`config.mk`:
```
export PLATFORM = sky130hd
export DESIGN_NAME = sm3_pad_blk_rcv
export DESIGN_NICKNAME = d
export VERILOG_FILES = /design/src/rtl/sm3_pad_blk_rcv.sv
export SDC_FILE = /design/constraint.sdc
export NUM_CORES = 2
export LEC_CHECK = 0
export CAP_MARGIN = 20
export CORE_MARGIN = 2
export CORE_UTILIZATION = 40
export DETAILED_ROUTE_END_ITERATION = 8
export PLACE_DENSITY = 0.58
export RECOVER_POWER = 50
export SETUP_SLACK_MARGIN = 0.02
export SYNTH_ARGS = -nofsm -noshare
export SYNTH_HDL_FRONTEND = slang
export SYNTH_SLANG_ARGS = --single-unit
export TNS_END_PERCENT = 50
```
`constraint.sdc`:
```
create_clock -name clk -period 4.6 [get_ports clk]
set_input_delay 0.69 -clock clk [delete_from_list [all_inputs] [get_ports clk]]
set_output_delay 0.69 -clock clk [all_outputs]
set_load 0.05 [all_outputs]
```
`src/rtl/sm3_pad_blk_rcv.sv`:
```
// sm3_pad_blk_rcv: receive side of the SM3 padded-word stream.
// Packs 512/DW padded beats into 512-bit message blocks held in two ping-pong
// buffers, and presents them to the compression core over a valid/ready handshake.
// pad_ena_o tells the padding core that an entire block can be absorbed.
// Optional build macro SM3_RCV_BLK_CNT_EN adds msg_blk_cnt_o. It reports the
// number of blocks in the most recently completed message.
module sm3_pad_blk_rcv #(
    parameter int DW = 32
) (
    input  logic          clk,
    input  logic          rst_n,
    input  logic [DW-1:0] pad_d_i,
    input  logic          pad_vld_i,
    input  logic          pad_lst_i,
    output logic          pad_ena_o,
    output logic [511:0]  blk_d_o,
    output logic          blk_vld_o,
    output logic          blk_lst_o,
    input  logic          blk_rdy_i,
`ifdef SM3_RCV_BLK_CNT_EN
    output logic [15:0]   msg_blk_cnt_o,
`endif
    output logic          err_ovf_o,
    output logic          err_algn_o
);
    localparam int BPB = 512 / DW;
    localparam int CW  = $clog2(BPB);
    localparam logic [CW-1:0] LAST_BEAT = CW'(BPB - 1);

    typedef enum logic [1:0] {
        B_EMPTY = 2'd0,
        B_FILL  = 2'd1,
        B_FULL  = 2'd2
    } buf_st_e;

    buf_st_e       st_q  [2];
    buf_st_e       st_d  [2];
    logic [511:0]  dat_q [2];
    logic [511:0]  dat_d [2];
    logic          lst_q [2];
    logic          lst_d [2];
    logic          fptr_q, fptr_d;
    logic          rptr_q, rptr_d;
    logic [CW-1:0] cnt_q, cnt_d;
    logic          ovf_q, ovf_d;
    logic          algn_q, algn_d;
    logic          hs_s, wr_s, done_s;
    logic [8:0]    base_s;

    // Next state: drain the read buffer on handshake, then absorb or drop the incoming beat.
    always_comb begin
        st_d   = st_q;
        dat_d  = dat_q;
        lst_d  = lst_q;
        fptr_d = fptr_q;
        rptr_d = rptr_q;
        cnt_d  = cnt_q;
        ovf_d  = ovf_q;
        algn_d = algn_q;
        hs_s   = (st_q[rptr_q] == B_FULL) && blk_rdy_i;
        wr_s   = pad_vld_i && (st_q[fptr_q] != B_FULL);
        done_s = (cnt_q == LAST_BEAT) || pad_lst_i;
        base_s = 9'(cnt_q) * 9'(DW);

        // An emptied buffer is zeroed so that a short final block carries zero padding.
        if (hs_s) begin
            st_d[rptr_q]  = B_EMPTY;
            dat_d[rptr_q] = 512'd0;
            lst_d[rptr_q] = 1'b0;
            rptr_d        = ~rptr_q;
        end else begin
            rptr_d = rptr_q;
        end

        // A beat that arrives while the fill buffer still holds a block is lost.
        if (pad_vld_i && !wr_s) begin
            ovf_d = 1'b1;
        end else begin
            ovf_d = ovf_q;
        end

        if (wr_s) begin
            dat_d[fptr_q][9'd511 - base_s -: DW] = pad_d_i;
            lst_d[fptr_q] = pad_lst_i;
            if (done_s) begin
                st_d[fptr_q] = B_FULL;
                cnt_d        = '0;
                fptr_d       = ~fptr_q;
            end else begin
                st_d[fptr_q] = B_FILL;
                cnt_d        = cnt_q + CW'(1);
            end
            if (pad_lst_i && (cnt_q != LAST_BEAT)) begin
                algn_d = 1'b1;
            end else begin
                algn_d = algn_q;
            end
        end else begin
            cnt_d = cnt_q;
        end
    end

    // State registers; reset discards all buffered data at once.
    always_ff @(posedge clk or negedge rst_n) begin
        if (!rst_n) begin
            st_q[0]  <= B_EMPTY;
            st_q[1]  <= B_EMPTY;
            dat_q[0] <= 512'd0;
            dat_q[1] <= 512'd0;
            lst_q[0] <= 1'b0;
            lst_q[1] <= 1'b0;
            fptr_q   <= 1'b0;
            rptr_q   <= 1'b0;
            cnt_q    <= '0;
            ovf_q    <= 1'b0;
            algn_q   <= 1'b0;
        end else begin
            st_q   <= st_d;
            dat_q  <= dat_d;
            lst_q  <= lst_d;
            fptr_q <= fptr_d;
            rptr_q <= rptr_d;
            cnt_q  <= cnt_d;
            ovf_q  <= ovf_d;
            algn_q <= algn_d;
        end
    end

    assign blk_vld_o  = (st_q[rptr_q] == B_FULL);
    assign blk_d_o    = dat_q[rptr_q];
    assign blk_lst_o  = lst_q[rptr_q];
    assign pad_ena_o  = (cnt_q == '0) && (st_q[fptr_q] == B_EMPTY);
    assign err_ovf_o  = ovf_q;
    assign err_algn_o = algn_q;

`ifdef SM3_RCV_BLK_CNT_EN
    logic [15:0] bcnt_q, bcnt_d, mcnt_q, mcnt_d, bcnt_inc_s;

    // Count blocks of the current message; publish and restart the count on its last block.
    always_comb begin
        bcnt_d     = bcnt_q;
        mcnt_d     = mcnt_q;
        bcnt_inc_s = (bcnt_q == 16'hFFFF) ? bcnt_q : (bcnt_q + 16'd1);
        if (wr_s && done_s) begin
            if (pad_lst_i) begin
                mcnt_d = bcnt_inc_s;
                bcnt_d = 16'd0;
            end else begin
                bcnt_d = bcnt_inc_s;
            end
        end else begin
            bcnt_d = bcnt_q;
        end
    end

    // Block-count registers.
    always_ff @(posedge clk or negedge rst_n) begin
        if (!rst_n) begin
            bcnt_q <= 16'd0;
            mcnt_q <= 16'd0;
        end else begin
            bcnt_q <= bcnt_d;
            mcnt_q <= mcnt_d;
        end
    end

    assign msg_blk_cnt_o = mcnt_q;
`endif

endmodule

```
==> flow_summary.ini <==
[run_status]
status = finished, violations left
failed_checks = capacitance limit, slew limit

[sta]
worstMarginPinSlew_ns = 3.04
setup_tns_ns = 0
final.period_utilization_pct = 92.3
max_freq_mhz = 235
hold_viol_final = 0
setup_slack_ns = 0.353
setup_viol = 0
maxSlewViolCount = 882
slew_headroom_pct = -102
rsz0062_at_grt = false
min_period_ns = 4.25
final.setup_skew_ns = 0.0284

[floorplan]
die_area_sq_mm = 0.122
pin_count = 554
die_w_microns = 349
die_h_microns = 349
rows = 126
start_util_pct = 40.3
core_area_sq_mm = 0.118

[drt]
vias = 37700
routed_wirelength_mm = 173
remaining_drc_errors = 0
drt-pass1-iter-count = 5
wl_per_cell_microns = 25.3
ant_nets = 0
drt_iter0_markers = 3050
via_per_inst = 5.52

[cts]
cts_max_level = 3
cts_sinks = 1038
cts_hold_buf = 1
cts_tree = done
clk_latency_ns = 0.72
ctsResizeCount = 0
clk_pin_slew_ns = 0.06
post_cts_buffers = 0
clk_path_buf_depth = 3
numCtsBuffers = 115
cts-root-buf = clkbuf_16

[critical_path]
reg2reg_from = cnt_q[1]$_DFFE_PN0P_
startpoint_type = flip-flop
crit_fanout = 62
rr_worst_depth = 5
cp-end-kind = flip-flop
crit_type = flip-flop to flip-flop
critical_path_required_ns = 5.21
r2r_slack_ns = 0.35
worstReg2RegEnd = dat_q[330]$_DFF_PN0_
cp.arrival_ns = 4.86

[power_and_ir_drop]
power_density_mw_per_mm2 = 516
vdd_drop_max_mv = 0.443
leakage_nw = 24.8

[placed_design]
hpwl_mm = 112
gp_routability_congestion = 0.849
port_buffers = 553
placed_area_sq_mm = 0.0545
dp_cells = 6597
dpl_worst_slack_ns = 1.08

[yosys]
synthArstFlopShare_pct = 100
yosys_most_used_dff = dfrtp_1
synth.distinct_cells = 42
synth_area_leaders = dfrtp_1 (54%), mux2_2 (12%), o21ai_0 (9.1%)
ys_seq_elements = 1038
yosysTopAreaCellShare_pct = 54.5
yosysTopAreaCell = dfrtp_1
syn_area_sq_mm = 0.0477
synth_seq_area_share_pct = 54.5
syn_inst = 4820
syn_area_per_cell_sq_um = 9.90
syn_nets = 4862
synth_edf_count = 0
yosys_warnings = 0

[min_path]
min_path_cells = 1
min_to = err_ovf_o$_DFFE_PN0P_
hold_path_class = flip-flop to flip-flop
hp-start = err_ovf_o$_DFFE_PN0P_

[cells_and_area]
num-fill-cells = 11000
seq_area_sq_mm = 0.0260
areaGrowthSynthToFinish_pct = 21.8
fin_cells = 6826
drive_gt1_share_pct = 16.0
post-route-util_pct = 49.1
multi_input_area_sq_mm = 0.0197
fin_area_sq_mm = 0.0581
layout.nets = 5223

[grt]
grt_pass1_vias = 36700
grt_max_degree = 138
track_usage_pct = 27.9
antenna_found_initial = 19
grt_pass1_wl_mm = 254
grt.overflow.total = 0

[job]
drv_cap = 10
==> cell type report <==
cell class	instances	share of cell area, %
Clock buffer	175	5.83
Inverter	5	0.0323
Sequential cell	1038	44.7
Tap cell	1536	3.31
Antenna cell	18	0.0775
Clock inverter	33	0.747
Timing Repair Buffer	682	11.4
Multi-Input combinational cell	3339	33.9
==> critical path: stages (launching register included) <==
cell      delay [ns]
dfrtp_4         0.47
clkbuf_2        0.87
clkbuf_2        1.05
nor2b_2         1.15
nand2_1         0.30
o21ai_0         0.25
==> power breakdown <==
part	switching, W	leakage (nW)	internal (W)	total (W)
Clock	0.00384	1.87	0.00560	0.00944
Combinational	0.00699	8.55	0.00286	0.00985
Sequential	0.000603	14.4	0.0101	0.0107
==> per-stage QoR <==
stage          power (W)  hold WS, ns
2_1_floorplan     0.0171        0.394
3_3_place_gp      0.0207        0.444
3_5_place_dp      0.0207        0.447
4_1_cts           0.0302        0.463
5_1_grt           0.0312        0.476
6_report          0.0300        0.457
==> Yosys cell counts, types with 23 or more instances <==
cell and count:
nor2_1 66, o21ai_0 867, nand3_1 775, mux2_2 513
nand2_1 784, dfrtp_1 1038, buf_2 247, nand2b_1 38
buf_1 23, nor2b_1 36, o21ai_1 136, and3_1 32
clkbuf_1 141, mux2i_1 32
==> logic make-up after synthesis <==
logic type      after synthesis  synth area share (%)
compound gates             1012                  10.7
buf+inv                     443                  4.38
flops                      1038                  54.5
fa+ha+maj                     5                 0.131
simple gates               1777                  17.6
mux                         545                  12.8
==> sequential cells by signal (all words and copies together) (netlist names) <==
name	cells
dat_q	1024
lst_q	2
fptr_q	1
cnt_q	4
st_q	4
err_ovf_o	1
err_algn_o	1
rptr_q	1
==> placed cells by master (no fill, tap or decap), drive strengths merged, types with 10 or more instances in the layout <==
master / count
and3: 32
buf: 96
bufinv: 10
clkbuf: 208
clkdlybuf4s50: 549
clkinv: 19
dfrtp: 1038
diode: 18
mux2: 513
mux2i: 32
nand2: 785
nand2b: 38
nand3: 775
nand4: 21
nor2: 68
nor2b: 36
o21ai: 1003
==> worst max-delay path by stage <==
stage	start	end	cells past startpoint	slack [ns]
6_report	cnt_q[1]$_DFFE_PN0P_	dat_q[330]$_DFF_PN0_	5	0.35
5_1_grt	rst_n	dat_q[50]$_DFF_PN0_	3	0.17
4_1_cts	cnt_q[0]$_DFFE_PN0P_	pad_ena_o	5	0.47
3_5_place_dp	pad_vld_i	dat_q[869]$_DFF_PN0_	5	1.08
3_3_place_gp	pad_vld_i	dat_q[613]$_DFF_PN0_	5	1.13
2_1_floorplan	cnt_q[1]$_DFFE_PN0P_	pad_ena_o	8	0.92
==> layer usage <==
| metal | GRT usage, % | part of all wire [%] | up-vias |
|---|---|---|---|
| met3 | 6.66 | 7.1 | 274 |
| met4 | 11.7 | 4.5 | 2 |
| met2 | 42.0 | 45 | 1228 |
| met1 | 38.4 | 44 | 18600 |
| met5 | 0 | 0.0069 | - |
| li1 | - | - | 17500 |
No activity file was read; power rests on OpenSTA's default activity.
